File: config.mk
export PLATFORM = sky130hd
export DESIGN_NAME = xdatabus_arb_flat
export DESIGN_NICKNAME = d
export VERILOG_FILES = /design/src/rtl/xdatabus_arb_pkg.sv /design/src/rtl/xdatabus_arb_if.sv /design/src/rtl/xdatabus_arb_xrr_pick.sv /design/src/rtl/xdatabus_arb.sv /design/src/flat_wrapper.sv
export SDC_FILE = /design/constraint.sdc
export NUM_CORES = 1
export LEC_CHECK = 0
export ABC_AREA = 1
export BUFFER_PORTS_ARGS = -buffer_cell sky130_fd_sc_hd__buf_4
export CAP_MARGIN = 20
export CORE_AREA = 2 2 198 200
export DETAILED_ROUTE_END_ITERATION = 6
export DIE_AREA = 0 0 200 202
export HOLD_SLACK_MARGIN = 0.1
export PLACE_DENSITY = 0.35
export SLEW_MARGIN = 20
export SYNTH_ARGS = -nofsm -noshare
export SYNTH_HDL_FRONTEND = slang
export SYNTH_SLANG_ARGS = --single-unit
File: constraint.sdc
create_clock -name clk -period 1.8 [get_ports clk]
set_clock_uncertainty 0.15 [all_clocks]
set_input_delay 0.36 -clock clk [delete_from_list [all_inputs] [get_ports clk]]
set_output_delay 0.36 -clock clk [all_outputs]
set_load 0.01 [all_outputs]
File: src/rtl/xdatabus_arb_pkg.sv
// Shared types and packing helpers for the databus arbiter.
// Master i occupies the slice whose top bit is N*W-1-i*W (master 0 in the top slice).
package xdatabus_arb_pkg;

    localparam int N_MASTERS_DEF = 4;
    localparam int ADDR_W_DEF    = 32;
    localparam int DATA_W_DEF    = 32;

    typedef enum logic {
        IDLE = 1'b0,
        BUSY = 1'b1
    } state_t;

    function automatic int idx_w(input int n);
        return (n > 1) ? $clog2(n) : 1;
    endfunction

    function automatic int slice_lo(input int idx, input int n, input int w);
        return (n - 1 - idx) * w;
    endfunction

endpackage

File: src/rtl/xdatabus_arb_if.sv
// Packed engine-side and memory-side databus signals.
// The master modport is the environment (engine + memory); the slave modport is the arbiter.
interface xdatabus_arb_if
    import xdatabus_arb_pkg::*;
#(
    parameter int N_MASTERS = N_MASTERS_DEF,
    parameter int ADDR_W    = ADDR_W_DEF,
    parameter int DATA_W    = DATA_W_DEF
);
    localparam int STRB_W = DATA_W / 8;

    logic [N_MASTERS-1:0]        m_valid;
    logic [N_MASTERS-1:0]        m_ready;
    logic [N_MASTERS*ADDR_W-1:0] m_addr;
    logic [N_MASTERS*DATA_W-1:0] m_wdata;
    logic [N_MASTERS*STRB_W-1:0] m_wstrb;
    logic [N_MASTERS*DATA_W-1:0] m_rdata;
    logic                        s_valid;
    logic                        s_ready;
    logic [ADDR_W-1:0]           s_addr;
    logic [DATA_W-1:0]           s_wdata;
    logic [STRB_W-1:0]           s_wstrb;
    logic [DATA_W-1:0]           s_rdata;

    modport master (
        output m_valid, m_addr, m_wdata, m_wstrb, s_ready, s_rdata,
        input  m_ready, m_rdata, s_valid, s_addr, s_wdata, s_wstrb
    );

    modport slave (
        input  m_valid, m_addr, m_wdata, m_wstrb, s_ready, s_rdata,
        output m_ready, m_rdata, s_valid, s_addr, s_wdata, s_wstrb
    );

endinterface

File: src/rtl/xdatabus_arb_xrr_pick.sv
// Combinational rotating priority picker: first set request at or after ptr, with wrap.
// req bit i belongs to master i (already unpacked from the engine's reversed order).
module xrr_pick
    import xdatabus_arb_pkg::*;
#(
    parameter int N     = N_MASTERS_DEF,
    parameter int IDX_W = idx_w(N)
) (
    input  logic [N-1:0]     req,
    input  logic [IDX_W-1:0] ptr,
    output logic [IDX_W-1:0] idx,
    output logic             found
);

    logic [IDX_W-1:0] cand;

    always_comb begin
        idx   = '0;
        found = 1'b0;
        cand  = '0;
        for (int k = 0; k < N; k++) begin
            cand = IDX_W'((int'(ptr) + k) % N);
            if (!found && req[cand]) begin
                found = 1'b1;
                idx   = cand;
            end
        end
    end

endmodule

File: src/rtl/xdatabus_arb.sv
// Round-robin arbiter sharing one databus slave port among N_MASTERS engine masters.
// Define XDATABUS_ARB_FIXED_PRIO_EN for fixed priority (lowest index wins, no pointer).
//
// state | meaning
// IDLE  | no grant held; arbitrate among m_valid this cycle
// BUSY  | grant held; forward granted master until s_ready or its valid drops
module xdatabus_arb
    import xdatabus_arb_pkg::*;
#(
    parameter int N_MASTERS = N_MASTERS_DEF,
    parameter int ADDR_W    = ADDR_W_DEF,
    parameter int DATA_W    = DATA_W_DEF
) (
    input  logic          clk,
    input  logic          rst,
    xdatabus_arb_if.slave bus,
    output logic          busy
);

    localparam int IDX_W  = idx_w(N_MASTERS);
    localparam int STRB_W = DATA_W / 8;

    state_t                      state_q, state_d;
    logic [IDX_W-1:0]            grant_q, grant_d;
    logic [IDX_W-1:0]            pick_idx, pick_ptr, next_ptr;
    logic                        pick_found;
    logic [N_MASTERS-1:0]        req;
    logic                        gnt_valid, done, release_gnt;
    logic [ADDR_W-1:0]           s_addr_v;
    logic [DATA_W-1:0]           s_wdata_v;
    logic [STRB_W-1:0]           s_wstrb_v;
    logic [N_MASTERS-1:0]        ready_v;
    logic [N_MASTERS*DATA_W-1:0] rdata_v;

    assign busy        = (state_q == BUSY);
    assign done        = busy && bus.s_ready;
    assign release_gnt = busy && (done || !gnt_valid);
    assign next_ptr    = (grant_q == IDX_W'(N_MASTERS - 1)) ? '0 : grant_q + 1'b1;

    // Everything downstream follows the latched grant combinationally; zero when idle.
    always_comb begin
        req       = '0;
        gnt_valid = 1'b0;
        s_addr_v  = '0;
        s_wdata_v = '0;
        s_wstrb_v = '0;
        ready_v   = '0;
        rdata_v   = '0;
        for (int i = 0; i < N_MASTERS; i++) begin
            req[i] = bus.m_valid[N_MASTERS-1-i];
            if (busy && grant_q == IDX_W'(i)) begin
                gnt_valid = bus.m_valid[N_MASTERS-1-i];
                s_addr_v  = bus.m_addr[slice_lo(i, N_MASTERS, ADDR_W) +: ADDR_W];
                s_wdata_v = bus.m_wdata[slice_lo(i, N_MASTERS, DATA_W) +: DATA_W];
                s_wstrb_v = bus.m_wstrb[slice_lo(i, N_MASTERS, STRB_W) +: STRB_W];
                if (bus.s_ready) begin
                    ready_v[N_MASTERS-1-i] = 1'b1;
                    rdata_v[slice_lo(i, N_MASTERS, DATA_W) +: DATA_W] = bus.s_rdata;
                end
            end
        end
    end

    assign bus.s_valid = gnt_valid;
    assign bus.s_addr  = s_addr_v;
    assign bus.s_wdata = s_wdata_v;
    assign bus.s_wstrb = s_wstrb_v;
    assign bus.m_ready = ready_v;
    assign bus.m_rdata = rdata_v;

`ifdef XDATABUS_ARB_FIXED_PRIO_EN
    assign pick_ptr = '0;
`else
    logic [IDX_W-1:0] ptr_q;

    // Pointer advances past the grant on completion and on a dropped request alike.
    always_ff @(posedge clk) begin
        if (rst)
            ptr_q <= '0;
        else if (release_gnt)
            ptr_q <= next_ptr;
    end

    assign pick_ptr = ptr_q;
`endif

    xrr_pick #(
        .N     (N_MASTERS),
        .IDX_W (IDX_W)
    ) u_pick (
        .req   (req),
        .ptr   (pick_ptr),
        .idx   (pick_idx),
        .found (pick_found)
    );

    always_ff @(posedge clk) begin
        if (rst) begin
            state_q <= IDLE;
            grant_q <= '0;
        end else begin
            state_q <= state_d;
            grant_q <= grant_d;
        end
    end

    always_comb begin
        state_d = state_q;
        grant_d = grant_q;
        case (state_q)
            IDLE: begin
                if (pick_found) begin
                    state_d = BUSY;
                    grant_d = pick_idx;
                end
            end
            BUSY: begin
                if (release_gnt)
                    state_d = IDLE;
            end
        endcase
    end

endmodule

File: src/flat_wrapper.sv
// flat-port wrapper written by rule: the top's interface ports become plain ports
module xdatabus_arb_flat import xdatabus_arb_pkg::*;
#(
    parameter int N_MASTERS = N_MASTERS_DEF,
    parameter int ADDR_W    = ADDR_W_DEF,
    parameter int DATA_W    = DATA_W_DEF
)
  (clk, rst, busy, bus_m_valid, bus_m_addr, bus_m_wdata, bus_m_wstrb, bus_s_ready, bus_s_rdata, bus_m_ready, bus_m_rdata, bus_s_valid, bus_s_addr, bus_s_wdata, bus_s_wstrb);
  xdatabus_arb_if #(.N_MASTERS(N_MASTERS), .ADDR_W(ADDR_W), .DATA_W(DATA_W)) bus_i ();
  input  logic clk;
  input  logic rst;
  output logic busy;
  input wire logic [$bits(bus_i.m_valid)-1:0] bus_m_valid;
  input wire logic [$bits(bus_i.m_addr)-1:0] bus_m_addr;
  input wire logic [$bits(bus_i.m_wdata)-1:0] bus_m_wdata;
  input wire logic [$bits(bus_i.m_wstrb)-1:0] bus_m_wstrb;
  input wire logic [$bits(bus_i.s_ready)-1:0] bus_s_ready;
  input wire logic [$bits(bus_i.s_rdata)-1:0] bus_s_rdata;
  output wire logic [$bits(bus_i.m_ready)-1:0] bus_m_ready;
  output wire logic [$bits(bus_i.m_rdata)-1:0] bus_m_rdata;
  output wire logic [$bits(bus_i.s_valid)-1:0] bus_s_valid;
  output wire logic [$bits(bus_i.s_addr)-1:0] bus_s_addr;
  output wire logic [$bits(bus_i.s_wdata)-1:0] bus_s_wdata;
  output wire logic [$bits(bus_i.s_wstrb)-1:0] bus_s_wstrb;
  assign bus_i.m_valid = bus_m_valid;
  assign bus_i.m_addr = bus_m_addr;
  assign bus_i.m_wdata = bus_m_wdata;
  assign bus_i.m_wstrb = bus_m_wstrb;
  assign bus_i.s_ready = bus_s_ready;
  assign bus_i.s_rdata = bus_s_rdata;
  assign bus_m_ready = bus_i.m_ready;
  assign bus_m_rdata = bus_i.m_rdata;
  assign bus_s_valid = bus_i.s_valid;
  assign bus_s_addr = bus_i.s_addr;
  assign bus_s_wdata = bus_i.s_wdata;
  assign bus_s_wstrb = bus_i.s_wstrb;
  xdatabus_arb #(.N_MASTERS(N_MASTERS), .ADDR_W(ADDR_W), .DATA_W(DATA_W)) u_core (.clk(clk), .rst(rst), .bus(bus_i), .busy(busy));
endmodule
=== Word-level counts from Yosys, hierarchy flattened ===
Index checks and enable logic that the tools add are counted.
W data, S select, Z words.

* Bits in registers: 5
* Latch bits: 0
* Memory bits (writable): 0
* Memory bits (read-only): 0
* Input port bits: 311
* Output and inout bits: 202
* Logic and storage cells: 77
* Memories: 0

* Add/sub/neg operators: 4
* Multiply operators: 0
* Divide/modulo/power cells: 0
* Magnitude comparators: 4
* Eq/ne operators: 3
* Shift-type cells: 0
* Multiplexer cells: 46
* Bitwise operators: 1
* Reductions and logical operators: 16

{| class="wikitable"
|+ Operator list
! cell !! number
|-
| $mux W32 || 13
|-
| $mux W1 || 19
|-
| $mux W4 || 4
|-
| $lt A2 B3 Y1 const B || 4
|-
| $mux W2 || 5
|-
| $logic_and A1 B1 Y1 || 9
|-
| $bmux W1 S2 || 4
|-
| $add A2 B1 Y2 const B || 2
|-
| $add A2 B2 Y2 const B || 2
|-
| $eq A2 B2 Y1 const B || 2
|-
| $logic_not A1 Y1 || 4
|-
| $eq A2 B1 Y1 const B || 1
|-
| $logic_not A2 Y1 || 1
|-
| $pmux W1 S2 || 1
|-
| $reduce_and A2 Y1 || 1
|-
| $logic_or A1 B1 Y1 || 1
|-
| $not A1 Y1 || 1
|}

=== Depth between registers and ports, before layout ===
Gate-level depths: netlist (run 1).

* Word-level depth: 14
* Gate-level depth with buffers: 13
* Depth with buffers taken out: 13

=== Hierarchy ===
A second synthesis (run 1) with hierarchy kept.

* Cells, all modules: 741
* Area total of the unflattened synthesis: 3382.0 µm²

{| class="wikitable"
|+ By module, submodules not included
! module !! instances !! cells an instance !! area an instance (µm²) !! seq. area each (µm²)
|-
| xdatabus_arb || 1 || 682 || 3062.9 || 100.1
|-
| xrr_pick || 1 || 59 || 319.1 || 0.0
|}

=== Worst setup path before layout (run 1) ===
OpenSTA, ideal clock, no wires.

* Path type: register to output
* Start point: reg u_core.grant_q[0]
* End point: out bus_s_addr[25]
* Arrival time: 1473 ps
* Data required time: 1290 ps
* Path slack: -183 ps
* Stages on the path, launching flop included: 8
* Path buffers: 2
* Cells stage by stage: dfxtp_1 -> inv_1 -> ha_1 -> nand2_1 -> buf_2 -> clkbuf_1 -> o21ai_0 -> o21ai_0

* Word-level cells in the longest chain between the ends: 6
* Elaborated cells on any way between the ends: 12
* Those cells by class: 3 x eq/ne; 4 x mux; 5 x reduce/logical

{| class="wikitable"
|+ RTL lines
! what !! line !! text
|-
| from (decl) || xdatabus_arb.sv:24 || <nowiki>logic [IDX_W-1:0] grant_q, grant_d;</nowiki>
|-
| from (signal assigned) || xdatabus_arb.sv:103 || <nowiki>grant_q <= grant_d;</nowiki>
|-
| $logic_not A2 Y1 || xdatabus_arb.sv:51 || <nowiki>if (busy && grant_q == IDX_W'(i)) begin</nowiki>
|-
| $logic_and A1 B1 Y1 || xdatabus_arb.sv:51 ||
|-
| $mux W32 (3 in a row) || xdatabus_arb.sv:51 ||
|-
| $mux W32 * || xdatabus_arb.sv:51 ||
|-
| to (decl) || flat_wrapper.sv:22 || <nowiki>output wire logic [$bits(bus_i.s_addr)-1:0] bus_s_addr;</nowiki>
|}

Every way passes the cells marked *; elsewhere a longest branch is shown, timed or not.

=== Final worst setup path (run 1) ===
* Start point: reg u_core.grant_q[1]
* End point: out bus_s_wdata[23]

* Word-level cells in the longest chain between the ends: 6
* Elaborated cells on any way between the ends: 12
* Those cells by class: 3 x eq/ne; 4 x mux; 5 x reduce/logical

{| class="wikitable"
|+ RTL lines
! what !! line !! text
|-
| $logic_not A2 Y1 || xdatabus_arb.sv:51 ||
|-
| $logic_and A1 B1 Y1 || xdatabus_arb.sv:51 ||
|-
| $mux W32 (3 in a row) || xdatabus_arb.sv:51 ||
|-
| $mux W32 * || xdatabus_arb.sv:51 ||
|-
| to (decl) || flat_wrapper.sv:23 || <nowiki>output wire logic [$bits(bus_i.s_wdata)-1:0] bus_s_wdata;</nowiki>
|}

Marked as above.

==> results.txt, run 1 <==
----------------------------------------------------
[Critical path]
  Launching element type of the critical path ... register
  Delay-heaviest family, CP ... buffers and inverters
  Required @ worst endpoint ... 1290 ps
  Delay of the slowest cell on the worst path ... 350 ps
  Crit. End Element ... primary output
  Crit Path Class ... reg2out
  Arrival time reported for the critical path endpoint ... 1900 ps
  Buffers and inverters on the worst path ... 5
  Critical Path, Cell by Cell ... inv_6, ha_4, nand2_4, nor2_4, buf_12, buf_12, clkbuf_16, nand2_2, nand3_2, o21ai_2, o21ai_2, buf_4
  Critical Path Slowest Stage Cell ... dfxtp_4
  Highest fanout seen on the critical path ... 5

[Detailed routing]
  Average vias per placed instance ... 3.81
  DRC ... 0
  Via Count ... 6886
  Avg WL per Cell ... 15.7 um
  Post-detailed-routing wire length ... 28.3 mm
  DRT antenna net count ... 0
  First-iteration detailed-routing DRC count ... 215
  Drt pass-1 iters ... 4

[Pwr]
  Leakage component of the power ... 5.17 nW
  Ratio of total power to cell area ... 973 nW/um^2
  Maximum VDD drop ... 0.393 mV
  Overall power of the completed layout ... 9.16 mW

[Placed design]
  Quantity of I/O buffers inserted on ports ... 512
  Worst slack at placement ... -451 ps
  DPL Wire Length ... 21.3 mm
  Placed cell count ... 1772
  Post-DP Area ... 8320 um^2
  Final weighted congestion in routability-driven placement ... 0.798

[Synth]
  Ys Warns ... 0
  Number of enable-type register cells in the synthesized netlist ... 0
  Cell area after synthesis ... 3330 um^2
  Number of distinct library cell variants in the gate-level netlist after synthesis ... 23
  Synthesized flop and latch total ... 5
  Post-synthesis compound-gate area fraction ... 21.6%
  Xor-xnor portion of the synthesized cell area ... 0%
  Simple logic cell fraction of the synthesized area ... 58.8%
  Cells after synthesis ... 743
  Most common flop cell mapped by yosys ... dfxtp_1
  Dominant combinational cell family by area after synthesis ... simple AND/OR/NAND/NOR gates
  Fraction of the mapped netlist area in adder cells ... 1.50%
  Post-synthesis net count ... 1058
  Average cell area after synthesis ... 4.48 um^2
  Fraction of the yosys area taken by sequential cells ... 3.01%
  Share of cell area taken by muxes after synthesis ... 0%
  Synth async-reset ratio ... 0%

[Floorplan]
  Die Area ... 40400 um^2
  Starting Density ... 8.69%
  Horizontal die dimension ... 200 um
  I/O pin count ... 513
  Num rows ... 72
  DIE HEIGHT ... 202 um
  Core Footprint ... 38300 um^2

[Clocking]
  Number of H-tree branching levels ... 1
  # hold bufs at CTS ... 0
  Clock tree from TritonCTS ... done
  Clock Sinks ... 5
  Clock slew at reported path FFs ... 30 ps
  Insertion delay to the later sink of the worst-skew pair ... 230 ps
  Maximum clock insertion buffer count ... 2
  CTS Buf Count ... 3
  CTS Root Cell ... clkbuf_16

[Timing]
  Count of final hold-check violations ... 0
  Normalized max-slew margin ... 78.5%
  Minimum clock period ... 2410 ps
  Final Max Tran Viols ... 0
  Setup violators final ... 203
  Final Worst Setup Slack ... -605 ps
  Part of the cycle the worst path needs ... 134%
  Unrepaired setup endpoints after global routing ... true
  Pin slew with the least headroom to its limit ... 323 ps
  Achievable frequency ... 416 MHz

[GRT]
  Number of global-route vias before repair ... 6688
  Maximum number of pins on one net before global-route repair ... 63
  All-Layer GR Usage ... 12.0%
  Global-route wire length before repair ... 37.5 mm
  Number of antenna violations at the first check in global routing ... 0
  Gr ovfl total ... 0

[Final layout]
  Diode count ... 0
  Synthesis-to-layout area growth ... 183%
  Layout cells sized above 1 ... 60.1%
  Number of standard cells in the layout, taps in and fillers out ... 1806
  Fin nets ... 1604
  Final core utilization ... 24.6%
  Final design area excluding fillers ... 9420 um^2

[Status]
  Violations in the final reports ... negative setup slack
  Result of the run ... finished with violations

[Flow run]
  Max-cap violation count ... 0

[Min path]
  Min-delay worst type ... in2reg

----------------------------------------------------
==> placed cells by master (no fill, tap or decap), types with 5 or more instances in the layout <==
cell type,instances
buf_4,554
nand2_1,211
nor2_1,102
o21ai_1,95
inv_1,43
nand3_1,40
nand3_2,38
nand2_2,36
nor2_2,33
o21ai_2,29
buf_12,21
nand2_4,14
o21ai_0,13
buf_6,9
clkbuf_16,7
buf_16,6
nor2_4,5
==> area by class of cell <==
class / instances / area (um^2)
fillers: 4389 / 28900
repair buffers: 599 / 5040
multi-input cells: 628 / 3330
well taps: 518 / 648
inverters: 52 / 210
flip-flops and latches: 5 / 109
clock buffers: 4 / 78.8
==> cells in the mapped netlist (4+ instances only) <==
library cell    n  area share [%]
buf_2          19             2.9
buf_6           7             2.4
clkbuf_1       29             3.3
dfxtp_1         5             3.0
ha_1            4             1.5
inv_1          46             5.2
inv_2           6            0.68
nand2_1       253              29
nand2_2         7             1.3
nand3_1        78              12
nor2_1        138              16
o21ai_0       115              17
o21ai_1        21             3.2
==> final timing paths <==
kind	start	endpoint	slack [ps]	depth (start not counted)
worst max-delay path	u_core.grant_q[1]	bus_s_wdata[23]	-610	12
worst min-delay path	rst	u_core.pick_ptr[1]	170	2
worst max register to register	u_core.grant_q[1]	u_core.pick_ptr[0]	-280	17
worst min register to register	u_core.grant_q[1]	u_core.grant_q[1]	460	4
==> routing by layer <==
layer	vias to the layer above	part of all wire (%)	global-route usage, %
met1	3073	39	13.6
met5	-	0	0
met3	23	8.3	2.10
met2	332	51	23.4
met4	0	1.2	1.88
li1	3458	-	-
==> report_power, final <==
part / internal, mW / leakage [nW] / switching [mW]
Clock: 0.294 / 0.0382 / 0.0783
Combinational: 4.30 / 5.09 / 4.22
Sequential: 0.175 / 0.0429 / 0.0812
==> what timing repair did <==
| action | 4_1_cts | 5_1_grt |
|---|---|---|
| pin swaps | 23 | 46 |
| endpoints found under the hold margin | 0 | 0 |
| setup endpoints to repair | 202 | 206 |
| buffers inserted | 10 | 10 |
| gates cloned | 5 | 6 |
| gates resized for setup | 50 | 135 |
==> flip-flops by register name (all words and copies together) (netlist names) <==
signal,flops
u_core.busy,1
u_core.grant_q,2
u_core.pick_ptr,2
==> through the flow <==
step                      hold WS (ps)  TNS, ps
after floorplan                    272    -1160
after global placement             408   -36340
after detailed placement           409   -39070
after CTS                          171   -92770
after global routing               171  -106000
final                              169   -83420
==> logic make-up (layout without fill, tap and decap cells) <==
| kind of cell | Yosys count | after routing |
|---|---|---|
| simple gates | 482 | 482 |
| compound gates | 142 | 142 |
| buf+inv | 110 | 655 |
| flops | 5 | 5 |
| fa+ha+maj | 4 | 4 |
Power figures use the tool's default switching activity.
==> run 2, diff against run 1 <==
--- a/config.mk
+++ b/config.mk
@@ -8,9 +8,9 @@
 export ABC_AREA = 1
 export BUFFER_PORTS_ARGS = -buffer_cell sky130_fd_sc_hd__buf_4
 export CAP_MARGIN = 20
-export CORE_AREA = 2 2 198 200
+export CORE_AREA = 2 2 200 202
 export DETAILED_ROUTE_END_ITERATION = 6
-export DIE_AREA = 0 0 200 202
+export DIE_AREA = 0 0 202 204
 export HOLD_SLACK_MARGIN = 0.1
 export PLACE_DENSITY = 0.35
 export SLEW_MARGIN = 20
==> run 2 against run 1 <==
The run still ends with negative setup slack left. Final area rose by 16%. Sequential cell count did not move. Global-route usage rose by 2.6 points. Worst hold slack improved by 4.8 ps. Via count rose by 2.9%. Largest cell class unchanged.
==> results.txt, run 2 (synthesis results as in run 1) <==
----------------------------------------------------
[Timing]
  Final Max Tran Viols ... 0
  Pin slew with the least headroom to its limit ... 386 ps
  Count of final hold-check violations ... 0
  Normalized max-slew margin ... 74.2%
  Final Worst Setup Slack ... -562 ps
  Worst slack on hold paths ... 174 ps
  Part of the cycle the worst path needs ... 131%
  Sum of negative setup slack ... -89810 ps
  Achievable frequency ... 423 MHz
  Unrepaired setup endpoints after global routing ... true
  Minimum clock period ... 2360 ps
  Setup violators final ... 204

[Final layout]
  Diode count ... 0
  Fin nets ... 1627
  Footprint of the multi-input gates ... 4020 um^2
  Most common library cell in the layout ignoring fill and taps ... buf_4
  Layout cells sized above 1 ... 66.9%
  Number of fill cells in the layout ... 4286
  Number of standard cells in the layout, taps in and fillers out ... 1836
  Commonest cells after routing, fill and taps aside ... buf_4, nand2_1, o21ai_1, buf_6, nor2_4
  Synthesis-to-layout area growth ... 230%
  Sequential cell area ... 109 um^2

[Pwr]
  Leakage component of the power ... 5.61 nW
  Ratio of total power to cell area ... 939 nW/um^2
  Maximum VDD drop ... 0.382 mV

[Min path]
  Cell depth of the worst hold path ... 2
  Min-delay worst type ... in2reg
  Hold-critical path endpoint ... u_core.pick_ptr[1]
  Start point of the worst min-delay path ... rst

[Placed design]
  Final weighted congestion in routability-driven placement ... 0.835
  Worst slack at placement ... -394 ps
  Quantity of I/O buffers inserted on ports ... 512
  DPL Wire Length ... 22.8 mm
  Placed cell count ... 1776

[Floorplan]
  Core Footprint ... 39200 um^2
  Num rows ... 73
  DIE HEIGHT ... 204 um
  Horizontal die dimension ... 202 um
  Die Area ... 41200 um^2
  I/O pin count ... 513
  Starting Density ... 8.49%

[GRT]
  Number of global-route vias before repair ... 7356
  All-Layer GR Usage ... 14.6%
  Global-route wire length before repair ... 45.7 mm
  Maximum number of pins on one net before global-route repair ... 27
  Number of antenna violations at the first check in global routing ... 0
  Gr ovfl total ... 0

[Critical path]
  Critical Path Slowest Stage Cell ... dfxtp_4
  Worst R2R Path Depth ... 16
  Highest fanout seen on the critical path ... 6
  Critical Path, Cell by Cell ... inv_4, ha_4, nand2_4, nor2_4, buf_12, buf_12, buf_16, nand2_4, nand3_2, o21ai_2, o21ai_1, buf_4
  Required @ worst endpoint ... 1290 ps
  Crit. End Element ... primary output
  RR Startpoint ... u_core.grant_q[0]
  Flop-to-flop setup slack ... -270 ps
  Delay of the slowest cell on the worst path ... 340 ps
  Crit Path Class ... reg2out
  Launching element type of the critical path ... register
  FF-to-FF End ... u_core.pick_ptr[0]
  Arrival time reported for the critical path endpoint ... 1850 ps

[Detailed routing]
  Avg WL per Cell ... 18.1 um
  DRC ... 0
  Drt pass-1 iters ... 4
  Via Count ... 7086
  Average vias per placed instance ... 3.86
  DRT antenna net count ... 0
  Post-detailed-routing wire length ... 33.2 mm
  First-iteration detailed-routing DRC count ... 287

[Clocking]
  CTS Buf Count ... 3
  Insertion delay to the later sink of the worst-skew pair ... 230 ps
  Clock slew at reported path FFs ... 30 ps
  Number of H-tree branching levels ... 1
  Maximum clock insertion buffer count ... 2
  Clock tree from TritonCTS ... done
  CTS Root Cell ... clkbuf_16
  # hold bufs at CTS ... 0
  Clock Sinks ... 5

[Status]
  Violations in the final reports ... negative setup slack
  Result of the run ... finished with violations

[Flow run]
  Max-cap violation count ... 0

----------------------------------------------------
run 2: changes by cell type in the layout (fill, tap and decap cells not counted), sizes merged:
| cell | change |
|---|---|
| clkinv | +3 |
| buf | +18 |
| inv | -3 |
| clkbuf | +2 |
| nand2 | +1 |
| bufbuf | +2 |
run 2: what timing repair did:
| item | 4_1_cts | 5_1_grt |
|---|---|---|
| endpoints found under the setup margin | 203 | 206 |
| gates resized for setup | 292 | 161 |
| buffers inserted | 21 | 15 |
| pin swaps | 17 | 34 |
| cloned | 20 | 6 |
| endpoints found under the hold margin | 0 | 0 |
run 2: per-layer routing:
metal  GRT usage (%)  vias to the layer above  routed length, um
met1            16.8                     3251              13200
li1                -                     3510                  -
met2            27.6                      311              17300
met5               0                        -                  0
met3            3.70                       14               2440
met4            1.97                        0                293
run 2: per-stage QoR:
step	instance area, um^2	total power [mW]	utilization, %
2_1_floorplan	3540	3.68	-
3_3_place_gp	8340	7.18	21.3
3_5_place_dp	8340	7.13	21.3
4_1_cts	10200	9.42	26.0
5_1_grt	11000	11.1	28.0
6_report	11000	10.3	28.0
run 2: report_power, final:
group / internal [mW] / switching, mW
combinational: 4.86 / 4.81
sequential: 0.175 / 0.0836
clock: 0.293 / 0.0710
total: 5.33 / 4.97
run 2: cell type report:
type | instances | area share [%]
clock buffer | 4 | 0.719
timing repair buffer | 621 | 53.5
inverter | 52 | 2.14
tap | 525 | 5.99
multi-input combinational | 629 | 36.7
sequential | 5 | 0.992
run 2: how the worst max path moves through the flow:
stage                            startpoint  cells past startpoint  slack [ps]               to
after global placement    u_core.grant_q[0]                     10        -370  bus_s_wdata[13]
after CTS                 u_core.grant_q[1]                     11        -540   bus_s_wdata[9]
after detailed placement  u_core.grant_q[0]                     10        -390  bus_s_wdata[10]
final                     u_core.grant_q[1]                     12        -560    bus_s_addr[1]
after floorplan           u_core.grant_q[0]                     10         -50  bus_s_wdata[14]
after global routing      u_core.grant_q[1]                     12        -670    bus_s_addr[1]
run 2: worst max-delay path, delay by kind of cell, from the launching register on:
family | cells | cell delay, ps
buf+inv | 5 | 640
flops | 1 | 340
simple gates | 4 | 290
compound gates | 2 | 190
fa+ha+maj | 1 | 140
==> run 3, diff against run 2 <==
--- a/config.mk
+++ b/config.mk
@@ -5,14 +5,13 @@
 export SDC_FILE = /design/constraint.sdc
 export NUM_CORES = 1
 export LEC_CHECK = 0
-export ABC_AREA = 1
 export BUFFER_PORTS_ARGS = -buffer_cell sky130_fd_sc_hd__buf_4
 export CAP_MARGIN = 20
-export CORE_AREA = 2 2 200 202
+export CORE_AREA = 2 2 201 203
 export DETAILED_ROUTE_END_ITERATION = 6
-export DIE_AREA = 0 0 202 204
+export DIE_AREA = 0 0 203 205
 export HOLD_SLACK_MARGIN = 0.1
-export PLACE_DENSITY = 0.35
+export PLACE_DENSITY = 0.36
 export SLEW_MARGIN = 20
 export SYNTH_ARGS = -nofsm -noshare
 export SYNTH_HDL_FRONTEND = slang
==> run 3 against run 2 <==
The run still ends with negative setup slack left. Sequential cell count did not move. Combinational power fell by 64%. Sequential share of layout area barely moved. Clock-buffer cell count did not move. Area after synthesis rose by 14%. Synthesized cell count fell by 21%. Global-route usage fell by 1.6 points. Worst hold slack improved by 45 ps. Register-to-register slack got worse by 90 ps. Via count fell by 6.3%. Total power fell by 62%. Die area rose by 0.99%. Largest cell class unchanged. Largest power group unchanged.
==> results.txt, run 3 <==
----------------------------------------------------
[Critical path]
  Crit Path Class ... reg2out
  Highest fanout seen on the critical path ... 18
  Required @ worst endpoint ... 1290 ps
  RR Startpoint ... u_core.grant_q[0]
  Arrival time reported for the critical path endpoint ... 1970 ps
  Worst R2R Path Depth ... 9
  FF-to-FF End ... u_core.pick_ptr[0]
  Flop-to-flop setup slack ... -360 ps
  Crit. End Element ... primary output
  Launching element type of the critical path ... register

[GRT]
  Global-route wire length before repair ... 41.7 mm
  Maximum number of pins on one net before global-route repair ... 39
  Number of global-route vias before repair ... 6719
  All-Layer GR Usage ... 13.0%
  Number of antenna violations at the first check in global routing ... 1
  Gr ovfl total ... 0

[Placed design]
  Placed cell count ... 1624
  Post-DP Area ... 8880 um^2
  DPL Wire Length ... 22.1 mm
  Quantity of I/O buffers inserted on ports ... 512
  Final weighted congestion in routability-driven placement ... 0.814
  Worst slack at placement ... -594 ps

[Clocking]
  Number of H-tree branching levels ... 1
  Clock Sinks ... 5
  # hold bufs at CTS ... 0
  Clock slew at reported path FFs ... 30 ps
  Insertion delay to the later sink of the worst-skew pair ... 230 ps
  CTS Buf Count ... 3
  CTS Root Cell ... clkbuf_16
  Maximum clock insertion buffer count ... 2
  Clock tree from TritonCTS ... done

[Synth]
  Leading cell types by count after synthesis ... and2_1, inv_1, nand2_1, a211o_1, a21oi_1
  Cell area after synthesis ... 3790 um^2
  Synth async-reset ratio ... 0%
  Most frequently used cell type in the post-synthesis netlist ... and2_1
  Synthesized flop and latch total ... 5
  Cells after synthesis ... 585
  Top cell type's share of synthesized area ... 21.1%
  Most common flop cell mapped by yosys ... dfxtp_1
  Fraction of the yosys area taken by sequential cells ... 2.64%
  Post-synthesis net count ... 900
  Number of distinct library cell variants in the gate-level netlist after synthesis ... 34
  Ys Warns ... 0
  Average cell area after synthesis ... 6.48 um^2
  Top post-synthesis cells by area ... and2_1, a211o_1, a221oi_1
  Number of enable-type register cells in the synthesized netlist ... 0
  Top cell type by total area after synthesis ... and2_1

[Final layout]
  Commonest cells after routing, fill and taps aside ... buf_4, buf_6, and2_4, inv_1
  Number of fill cells in the layout ... 4278
  Number of standard cells in the layout, taps in and fillers out ... 1685
  Footprint of the multi-input gates ... 3670 um^2
  Layout cells sized above 1 ... 72.8%
  Diode count ... 0
  Synthesis-to-layout area growth ... 182%
  Fin nets ... 1476
  Final design area excluding fillers ... 10700 um^2
  Sequential cell area ... 108 um^2
  Most common library cell in the layout ignoring fill and taps ... buf_4

[Pwr]
  Ratio of total power to cell area ... 370 nW/um^2
  Maximum VDD drop ... 0.329 mV
  Leakage component of the power ... 5.29 nW

[Timing]
  Unrepaired setup endpoints after global routing ... true
  Setup violators final ... 204
  Normalized max-slew margin ... 69.1%
  Final Max Tran Viols ... 0
  Achievable frequency ... 404 MHz
  Worst slack on hold paths ... 220 ps
  Final Worst Setup Slack ... -676 ps
  Count of final hold-check violations ... 0
  Part of the cycle the worst path needs ... 138%
  Pin slew with the least headroom to its limit ... 459 ps
  Minimum clock period ... 2480 ps

[Floorplan]
  Core Footprint ... 39400 um^2
  Horizontal die dimension ... 203 um
  DIE HEIGHT ... 205 um
  Die Area ... 41600 um^2
  Starting Density ... 9.63%
  Num rows ... 73
  I/O pin count ... 513

[Min path]
  Cell depth of the worst hold path ... 2
  Start point of the worst min-delay path ... rst
  Min-delay worst type ... in2reg
  Hold-critical path endpoint ... u_core.busy

[Flow run]
  Max-cap violation count ... 0

[Detailed routing]
  Drt pass-1 iters ... 5
  Post-detailed-routing wire length ... 30.3 mm
  DRC ... 0
  First-iteration detailed-routing DRC count ... 253
  Avg WL per Cell ... 18.0 um
  Via Count ... 6638
  DRT antenna net count ... 0
  Average vias per placed instance ... 3.94

[Status]
  Violations in the final reports ... negative setup slack
  Result of the run ... finished with violations

----------------------------------------------------
## run 3: per-stage QoR
step | setup TNS (ps) | power, mW | util, %
finish | -102770 | 3.95 | 27.1
global route | -117110 | 4.21 | 27.1
CTS | -106560 | 3.85 | 25.9
detailed placement | -70050 | 2.97 | 22.6
global placement | -67640 | 2.98 | 22.6
floorplan | -16640 | 1.59 | -
## run 3: layout make-up
type,count,share of cell area [%]
clock buffer,4,0.738
inverter,74,2.69
multi-input combinational,438,34.4
sequential,5,1.01
tap,525,6.15
timing repair buffer,639,55.0
## run 3: per-layer routing
metal	up-vias	wire length [um]	global-route usage (%)
met5	-	0	0
met4	0	403	1.75
met3	26	1880	2.37
met2	281	15400	23.7
met1	3101	12600	16.3
li1	3230	-	-
## run 3: where the power goes
| group | internal, mW | leakage, nW | switching, mW |
|---|---|---|---|
| registers | 0.124 | 0.0426 | 0.0164 |
| logic | 1.97 | 5.21 | 1.48 |
| clock network | 0.294 | 0.0382 | 0.0740 |
## run 3: cell families after synthesis
kind of cell    after synthesis  synth area share, %
flops                         5                 2.64
simple gates                215                 30.8
buf+inv                     142                 16.5
compound gates              217                 48.1
mux                           2                0.660
fa+ha+maj                     4                 1.32
## run 3: repair_timing
| item | CTS | global route |
|---|---|---|
| pin swaps | 38 | 41 |
| hold endpoints to repair | 0 | 0 |
| endpoints found under the setup margin | 204 | 204 |
| resized for setup | 159 | 101 |
| buffers inserted | 34 | 6 |
| cloned | 15 | 8 |
## run 3: critical path: stages, from the launching register on
cell and delay (ps):
dfxtp_4 360, inv_6 70, ha_4 130, nor2b_4 170, buf_12 160, buf_12 160
a221oi_1 80, a211o_1 290, a21oi_2 140, buf_4 150
## run 3: worst max path at each step
stage / from / to / depth (start not counted)
3_5_place_dp: u_core.grant_q[0] / bus_s_addr[25] / 8
3_3_place_gp: u_core.grant_q[0] / bus_s_addr[14] / 8
2_1_floorplan: u_core.grant_q[1] / bus_s_wdata[14] / 10
4_1_cts: u_core.grant_q[0] / bus_s_addr[5] / 10
5_1_grt: u_core.grant_q[0] / bus_s_addr[16] / 9
6_report: u_core.grant_q[0] / bus_s_wdata[1] / 9
